===== config.mk =====
export PLATFORM = sky130hd
export DESIGN_NAME = nmr_bstrm_seq_loader
export DESIGN_NICKNAME = d
export VERILOG_FILES = /design/src/rtl/nmr_bstrm_seq_loader.sv
export SDC_FILE = /design/constraint.sdc
export NUM_CORES = 1
export LEC_CHECK = 0
export ABC_AREA = 1
export BUFFER_PORTS_ARGS = -buffer_cell sky130_fd_sc_hd__buf_2
export CORE_UTILIZATION = 50
export DETAILED_ROUTE_END_ITERATION = 7
export HOLD_SLACK_MARGIN = 0.06
export PLACE_DENSITY_LB_ADDON = 0.05
export SETUP_SLACK_MARGIN = 0.05
export SYNTH_ARGS = -nofsm -noshare
export SYNTH_HDL_FRONTEND = slang
export SYNTH_SLANG_ARGS = --single-unit

===== constraint.sdc =====
create_clock -name CLK -period 2.3 [get_ports CLK]
set_clock_uncertainty 0.2 [all_clocks]
set_input_delay 0.115 -clock CLK [delete_from_list [all_inputs] [get_ports CLK]]
set_output_delay 0.115 -clock CLK [all_outputs]
set_load 0.1 [all_outputs]

===== src/rtl/nmr_bstrm_seq_loader.sv =====
// Sequence loader for the NMR bitstream counter: checks host command words, writes
// legal ones into the command SRAM, and fires one START per ARM of a loaded sequence.
module nmr_bstrm_seq_loader #(
  parameter int SRAM_ADDR_WIDTH = 8,
  parameter int SRAM_DAT_WIDTH  = 32,
  parameter int DATA_WIDTH      = 24,
  parameter int CNT_WIDTH       = 16
) (
  input  logic                       CLK,
  input  logic                       RST,
  input  logic [SRAM_DAT_WIDTH-1:0]  CMD_DAT,
  input  logic                       CMD_VLD,
  output logic                       CMD_RDY,
  input  logic                       ARM,
  input  logic                       CLR,
  output logic [SRAM_ADDR_WIDTH-1:0] SRAM_WR_ADDR,
  output logic [SRAM_DAT_WIDTH-1:0]  SRAM_WR_DAT,
  output logic                       SRAM_WR_EN,
  output logic                       BSTRM_START,
  input  logic                       BSTRM_DONE,
  output logic                       LOADED,
  output logic                       BUSY,
  output logic                       ERR,
  output logic [2:0]                 ERR_CODE,
  output logic [SRAM_ADDR_WIDTH:0]   WORD_CNT,
  output logic [CNT_WIDTH-1:0]       RUN_CNT
);

  typedef enum logic [2:0] {
    S_IDLE   = 3'd0,
    S_LOADED = 3'd1,
    S_START  = 3'd2,
    S_RUN    = 3'd3,
    S_ERROR  = 3'd4
  } state_t;

  localparam logic [2:0] E_NONE     = 3'd0;
  localparam logic [2:0] E_STA_BAD  = 3'd1;
  localparam logic [2:0] E_STO_BAD  = 3'd2;
  localparam logic [2:0] E_OPEN_END = 3'd3;
  localparam logic [2:0] E_OVERFLOW = 3'd4;
  localparam logic [2:0] E_LEN_ZERO = 3'd5;

  state_t                     r_state;
  logic [SRAM_ADDR_WIDTH-1:0] r_wr_ptr;
  logic                       r_loop_open;

  logic       w_xfer;
  logic       w_seq_end;
  logic       w_loop_sta;
  logic       w_loop_sto;
  logic       w_len_zero;
  logic       w_open_after;
  logic       w_ptr_last;
  logic [2:0] w_err_code;

  assign w_xfer       = CMD_VLD & CMD_RDY;
  assign w_seq_end    = CMD_DAT[30];
  assign w_loop_sta   = CMD_DAT[29];
  assign w_loop_sto   = CMD_DAT[28];
  assign w_len_zero   = (CMD_DAT[DATA_WIDTH-1:0] == {DATA_WIDTH{1'b0}});
  assign w_open_after = w_loop_sto ? 1'b0 : (r_loop_open | w_loop_sta);
  assign w_ptr_last   = &r_wr_ptr;

  // Structural check of the offered word, highest-priority cause first
  always_comb begin
    w_err_code = E_NONE;
    if (w_loop_sta && (w_loop_sto || r_loop_open)) begin
      w_err_code = E_STA_BAD;
    end else if (w_loop_sto && !r_loop_open) begin
      w_err_code = E_STO_BAD;
    end else if (w_len_zero) begin
      w_err_code = E_LEN_ZERO;
    end else if (w_seq_end && w_open_after) begin
      w_err_code = E_OPEN_END;
    end else if (w_ptr_last && !w_seq_end) begin
      w_err_code = E_OVERFLOW;
    end else begin
      w_err_code = E_NONE;
    end
  end

  // Loader FSM with all outputs registered alongside the state
  always_ff @(posedge CLK) begin
    if (RST) begin
      r_state      <= S_IDLE;
      r_wr_ptr     <= '0;
      r_loop_open  <= 1'b0;
      CMD_RDY      <= 1'b1;
      SRAM_WR_ADDR <= '0;
      SRAM_WR_DAT  <= '0;
      SRAM_WR_EN   <= 1'b0;
      BSTRM_START  <= 1'b0;
      LOADED       <= 1'b0;
      BUSY         <= 1'b0;
      ERR          <= 1'b0;
      ERR_CODE     <= E_NONE;
      WORD_CNT     <= '0;
      RUN_CNT      <= '0;
    end else if (CLR) begin
      r_state     <= S_IDLE;
      r_wr_ptr    <= '0;
      r_loop_open <= 1'b0;
      CMD_RDY     <= 1'b1;
      SRAM_WR_EN  <= 1'b0;
      BSTRM_START <= 1'b0;
      LOADED      <= 1'b0;
      BUSY        <= 1'b0;
      ERR         <= 1'b0;
      ERR_CODE    <= E_NONE;
      WORD_CNT    <= '0;
      RUN_CNT     <= '0;
    end else begin
      SRAM_WR_EN  <= 1'b0;
      BSTRM_START <= 1'b0;
      case (r_state)
        S_IDLE: begin
          if (w_xfer && (w_err_code == E_NONE)) begin
            SRAM_WR_EN   <= 1'b1;
            SRAM_WR_ADDR <= r_wr_ptr;
            SRAM_WR_DAT  <= CMD_DAT;
            r_wr_ptr     <= r_wr_ptr + SRAM_ADDR_WIDTH'(1);
            WORD_CNT     <= WORD_CNT + (SRAM_ADDR_WIDTH + 1)'(1);
            r_loop_open  <= w_open_after;
            if (w_seq_end) begin
              r_state <= S_LOADED;
              CMD_RDY <= 1'b0;
              LOADED  <= 1'b1;
            end
          end else if (w_xfer) begin
            r_state  <= S_ERROR;
            CMD_RDY  <= 1'b0;
            ERR      <= 1'b1;
            ERR_CODE <= w_err_code;
          end
        end
        S_LOADED: begin
          if (ARM) begin
            r_state     <= S_START;
            BSTRM_START <= 1'b1;
            LOADED      <= 1'b0;
          end
        end
        S_START: begin
          r_state <= S_RUN;
          BUSY    <= 1'b1;
        end
        S_RUN: begin
          if (BSTRM_DONE) begin
            r_state <= S_LOADED;
            BUSY    <= 1'b0;
            LOADED  <= 1'b1;
            RUN_CNT <= RUN_CNT + CNT_WIDTH'(1);
          end
        end
        S_ERROR: begin
          r_state <= S_ERROR;
        end
        default: begin
          r_state <= S_ERROR;
          CMD_RDY <= 1'b0;
          LOADED  <= 1'b0;
          BUSY    <= 1'b0;
          ERR     <= 1'b1;
        end
      endcase
    end
  end

endmodule


### Word level (Yosys, flattened, before mapping)

Index checks and enable logic that the tools add are counted.

| storage, ports and cells | value |
|---|---|
| output and inout port bits | 74 |
| logic and storage cells | 93 |
| bits of input ports | 38 |
| flip-flop bits (word level) | 86 |

| cells by class | value |
|---|---|
| reductions and logical operators | 27 |
| equality and inequality tests | 12 |
| bitwise logic cells | 9 |
| mux-type cells | 28 |
| $add $sub $neg | 3 |

Operators by type and width:

| cell | number |
|---|---|
| $mux W3 | 10 |
| $logic_not A24 Y1 | 1 |
| $add A16 B1 Y16 const B | 1 |
| $mux W1 | 13 |
| $ne A2 B2 Y1 const B | 6 |
| $pmux W3 S4 | 1 |
| $reduce_and A3 Y1 | 4 |
| $add A9 B1 Y9 const B | 1 |
| $reduce_or A3 Y1 | 3 |
| $add A8 B1 Y8 const B | 1 |
| $reduce_and A8 Y1 | 1 |
| $not A1 Y1 | 7 |
| $eq A3 B2 Y1 const B | 2 |
| $logic_not A3 Y1 | 2 |
| $ne A3 B3 Y1 const B | 2 |
| $reduce_and A2 Y1 | 3 |
| $logic_and A1 B1 Y1 | 5 |
| $reduce_and A5 Y1 | 1 |
| $pmux W1 S2 | 2 |
| $pmux W1 S4 | 1 |
| $reduce_and A4 Y1 | 1 |
| $reduce_or A2 Y1 | 2 |
| $reduce_or A4 Y1 | 1 |
| $eq A3 B1 Y1 const B | 1 |
| 6 further kinds | 7 |

### Depth between registers and ports, before layout

| depth | value |
|---|---|
| depth in word-level cells | 11 |
| gate-level depth with buffers | 13 |
| depth with buffers taken out | 12 |

### Least setup slack after synthesis

Ideal clock, no wire load.

| timing path | value |
|---|---|
| kind | register -> register |
| start point | register RUN_CNT[1] |
| end point | register RUN_CNT[14] |
| setup slack | -0.229 ns |
| arrival | 2.263 ns |
| setup time | 0.067 ns |
| stages on the path, launching flop included | 9 |
| path buffers | 0 |
| period minus slack after synthesis | 2.529 ns |
| required time | 2.033 ns |
| cells stage by stage | dfxtp_1 -> ha_1 -> nand4_1 -> nor2_2 -> nand3_2 -> nor2_4 -> nand4_1 -> xor2_1 -> nor2_1 |

| on the way | value |
|---|---|
| longest elaborated chain between the ends | 1 |

Ends and longest elaborated chain:

| item | RTL line | source |
|---|---|---|
| from (decl) | 26 | `output logic [CNT_WIDTH-1:0] RUN_CNT` |
| from (signal assigned) | 153 | `RUN_CNT <= RUN_CNT + CNT_WIDTH'(1);` |
| $add A16 B1 Y16 | 153 |  |

Every way passes these cells.
A chain may end at the register's enable or synchronous reset.

### Final worst setup path

| timing path | value |
|---|---|
| start point | input CMD_DAT[10] |
| end point | register CMD_RDY |

| on the way | value |
|---|---|
| longest elaborated chain between the ends | 8 |
| elaborated cells between the ends (all ways) | 11 |
| classes of those cells | eq/ne (2); mux (5); reduce/logical (4) |

Ends and longest elaborated chain:

| item | RTL line | source |
|---|---|---|
| from (decl) | 11 | `input logic [SRAM_DAT_WIDTH-1:0] CMD_DAT,` |
| $logic_not A24 Y1 * | 61 | `assign w_len_zero = (CMD_DAT[DATA_WIDTH-1:0] == {DATA_WIDTH{1'b0}});` |
| $mux W3 * | 72 | `end else if (w_len_zero) begin` |
| $mux W3 * | 70 | `end else if (w_loop_sto && !r_loop_open) begin` |
| $mux W3 * | 68 | `if (w_loop_sta && (w_loop_sto \|\| r_loop_open)) begin` |
| $logic_not A3 Y1 * | 118 | `if (w_xfer && (w_err_code == E_NONE)) begin` |
| $logic_and A1 B1 Y1 * | 118 |  |
| $ne A3 B3 Y1 (no source line) or $mux W1 (tied branches) | n/a |  |
| $reduce_and A3 Y1 (no source line) or $pmux W1 S2 (tied branches) | n/a |  |
| to (signal assigned) | 104 | `CMD_RDY <= 1'b1;` |
| to (signal assigned) | 127 | `CMD_RDY <= 1'b0;` |
| to (signal assigned) | 132 | `CMD_RDY <= 1'b0;` |
| to (decl) | 13 | `output logic CMD_RDY,` |

Every way passes the cells marked *; elsewhere a longest branch is shown, timed or not.

==> metrics.md <==
| Metric | Value |
|---|---|
| Cell row count | `33` |
| Post-synthesis register bit count | `86` |
| Final number of max-transition violations | `0` |
| Clock transition at the registers of the reported paths | `0.08 ns` |
| Post-route fraction of the period consumed by the critical path | `90.85%` |
| Total number of vias | `4453` |
| Max cap viols | `0` |
| Die span in x | `95.90 um` |
| Worst hold path startpoint | `CMD_VLD` |
| Port bufs | `111` |
| Post-placement cell count | `884` |
| Worst min-delay path category | `input pin to flip-flop` |
| Final #Nets | `869` |
| Chip height | `95.90 um` |
| Number of distinct library cells after synthesis | `35` |
| Peak supply drop | `0.3324 mV` |
| Post-route total power | `3.678 mW` |
| Initial antenna violation count | `0` |
| Mean number of vias per cell | `4.747` |
| Fraction of the core area covered by cells at the end of the flow | `68.17%` |
| Top cells by area in the synthesized netlist | `dfxtp_1, inv_1, nand2_1, nor2_1, nand3_1` |
| Post-CTS Setup Inserts | `0` |
| Worst Path Max Fanout | `8` |
| WL final | `10.60 mm` |
| Post-synthesis xor/xnor area fraction | `1.788%` |
| Synth-to-layout area growth | `29.63%` |
| Final min period | `2.090 ns` |
| Slew of the pin with the lowest slew margin | `0.5064 ns` |
| Final weighted congestion in routability-driven placement | `0.8299` |
| Worst path slowest cell | `dlygate4sd3_1` |
| CP required | `2.35 ns` |
| Startpoint of the most critical register-to-register path | `r_wr_ptr[1]$_SDFFE_PP0P_` |
| CTS Buffer Depth | `2` |
| Area of the placeable core | `0.008382 sq mm` |
| Fraction of synthesized cell area taken by the top area cell type | `39.06%` |
| Synth warnings | `0` |
| Die area | `0.009196 sq mm` |
| # diodes | `0` |
| Sum of negative setup slack | `0 ns` |
| Worst endpoint data arrival time | `2.14 ns` |
| Min Hold Slack | `0.1314 ns` |
| Critical Path Sink Type | `flip-flop` |
| Overall Global Routing Usage | `23.75%` |
| Fraction of synthesized area in multiplexers | `0%` |
| RSZ-0062 raised after global routing | `true` |
| Start-to-end type of the worst setup path | `input pin to flip-flop` |
| Clock tree from TritonCTS | `done` |
| Cell area after synthesis | `0.004408 sq mm` |
| Number of buffers added by the clock tree synthesis step | `9` |
| I/O pins | `112` |
| First-iteration detailed-routing DRC count | `141` |
| Fmax | `478.6 MHz` |
| Endpoints failing hold | `0` |
| Outcome | `finished, final reports clean` |
| Combinational family with the most area after synthesis | `simple AND/OR/NAND/NOR gates` |
| Worst setup path startpoint | `CMD_DAT[10]` |
| Net count after synthesis | `722` |
| Area share of fa/ha/maj cells after synthesis | `0.8515%` |
| Count of nets left with antenna violations after detail routing | `0` |
| LEAKAGE | `2.877 nW` |
| Starting density of the core | `52.59%` |
| Sequential fraction of the synthesis area | `39.06%` |
| Tightest slew margin relative to the limit | `66.47%` |
| Number of instances in the synthesized netlist | `681` |
| Worst skew pair latency | `0.35 ns` |
| Compound-cell area share of the yosys netlist | `6.245%` |
| Worst path most repeated cell | `nand2_1` |
| Global-route wire length before repair | `17.09 mm` |
| H-tree depth reported by CTS | `3` |
| Final setup fails | `0` |
| First-pass iteration count of the detailed router | `5` |
| Peak per-stage delay on the critical path | `0.55 ns` |
| Proportion of layout cells with a drive suffix above 1 | `21.37%` |
| PD cells | `643.7 mW/mm^2` |
| Simple-gate area share of the yosys netlist | `35.45%` |
| Cell at the root of the clock tree | `clkbuf_8` |
| Avg Inst Size Synth | `6.473 sq um` |
| Post-synthesis cell type with the largest combined area | `dfxtp_1` |
| List of cells traversed by the critical path | `dlygate4sd3_1 > buf_2 > nor2_1 > nand2_1 > nor2_1 > nand3_2 > nand2_1 > nand2_2 > inv_1 > nor2_2 > buf_4 > a21oi_2 > nand2_1 > nand2_1 > nand2_1` |
| DP Wirelength | `7.162 mm` |
| Number of global-route vias before repair | `4097` |
| Largest net degree at the start of global routing | `50` |
| Number of standard cells in the final layout excluding fillers | `938` |
| Routed len/inst | `11.30 um` |
| Drt drc | `0` |
| Congestion Overflow GR | `0` |
| Sinks on Clock Net | `86` |
| Kind of launch point of the worst setup path | `input pin` |
==> layer usage <==
metal	global-route usage (%)	vias to the layer above	wire length, um
met5	0	-	0
met1	26.36	1981	4710
met4	9.080	0	206
li1	-	2339	-
met2	44.05	113	5176
met3	5.055	20	507
==> final timing paths <==
check,cells after the start,slack [ns],end
max reg2reg,13,0.25,CMD_RDY$_SDFFE_PP1P_
max,15,0.21,CMD_RDY$_SDFFE_PP1P_
min,6,0.13,ERR_CODE[2]$_SDFFE_PP0P_
min reg2reg,2,0.25,CMD_RDY$_SDFFE_PP1P_
==> where the power goes <==
group          internal, mW  switching [mW]  total [mW]
clock network         0.722           0.523        1.24
logic                 0.225           0.640       0.865
registers              1.54          0.0282        1.57
==> worst max-delay path: cells and delay by family <==
kind                   cells  cell delay [ns]
AOI/OAI and AO/OA          1             0.14
buffers and inverters      4             0.95
and+or+nand+nor           10             0.94
==> registers in the layout, indices dropped and copies added (netlist names) <==
signal	flops
ERR	1
r_loop_open	1
CMD_RDY	1
BUSY	1
SRAM_WR_ADDR	8
WORD_CNT	9
SRAM_WR_DAT	32
SRAM_WR_EN	1
r_state	3
LOADED	1
BSTRM_START	1
ERR_CODE	3
r_wr_ptr	8
RUN_CNT	16
==> stage by stage <==
stage | area, sq um | setup slack, ns
after floorplan | 4415 | 0.02984
after global placement | 5079 | 0.2457
after detailed placement | 5079 | 0.1677
after CTS | 5679 | 0.1430
after global routing | 5714 | 0.03344
final | 5714 | 0.2104
==> synthesized netlist by cell type <==
| cell | count |
|---|---|
| a21oi_1 | 30 |
| a21oi_2 | 1 |
| a31oi_1 | 1 |
| and3_1 | 1 |
| buf_1 | 4 |
| buf_2 | 9 |
| buf_4 | 1 |
| buf_6 | 3 |
| clkbuf_1 | 6 |
| clkinv_1 | 3 |
| dfxtp_1 | 86 |
| ha_1 | 3 |
| inv_1 | 153 |
| inv_2 | 6 |
| nand2_1 | 153 |
| nand2_2 | 3 |
| nand2_4 | 1 |
| nand3_1 | 53 |
| nand3_2 | 13 |
| nand3b_1 | 1 |
| nand4_1 | 12 |
| nand4_2 | 1 |
| nor2_1 | 86 |
| nor2_2 | 4 |
| nor2_4 | 3 |
| nor3_1 | 10 |
| nor3_2 | 1 |
| nor3b_1 | 1 |
| nor4_1 | 1 |
| o21a_1 | 2 |
| o21ai_0 | 13 |
| o21ai_1 | 6 |
| or2_2 | 1 |
| xnor2_1 | 1 |
| xor2_1 | 8 |
==> cell families (layout without fill, tap and decap cells) <==
| kind of cell | Yosys count | after routing |
|---|---|---|
| adders and majority gates | 3 | 3 |
| DFF | 86 | 86 |
| xor gates and xnor gates | 9 | 9 |
| and+or+nand+nor | 345 | 345 |
| buffers and inverters | 185 | 337 |
| AOI/OAI and AO/OA | 53 | 53 |
==> timing repair <==
action                                  in CTS  in global routing
endpoints found under the setup margin       0                 18
gates resized for setup                      0                  3
hold endpoints to repair                    45                  0
hold buffers                                37                  0
==> placed cells by master, fill, tap and decap left out, types with 4 or more instances in the layout <==
cell type | synthesis | layout
dlygate4sd3_1 | 0 | 37
nor3_1 | 10 | 10
o21ai_0 | 13 | 13
inv_1 | 153 | 153
inv_2 | 6 | 6
nand2_2 | 3 | 5
nand2_1 | 153 | 151
dfxtp_2 | 0 | 6
buf_4 | 1 | 8
nand4_1 | 12 | 12
dfxtp_1 | 86 | 80
a21oi_1 | 30 | 30
buf_2 | 9 | 111
clkbuf_8 | 0 | 9
nor2_1 | 86 | 86
xor2_1 | 8 | 8
o21ai_1 | 6 | 6
nand3_2 | 13 | 14
nand3_1 | 53 | 52
nor2_2 | 4 | 4
==> layout make-up <==
class	count	area [sq um]
fillers	779	2668
inverters	162	608.1
clock buffers	12	135.1
well taps	105	131.4
multi-input cells	410	1964
repair buffers	159	1051
flip-flops and latches	86	1729
clock inverters	4	95.09
No activity file was read; power rests on OpenSTA's default activity.
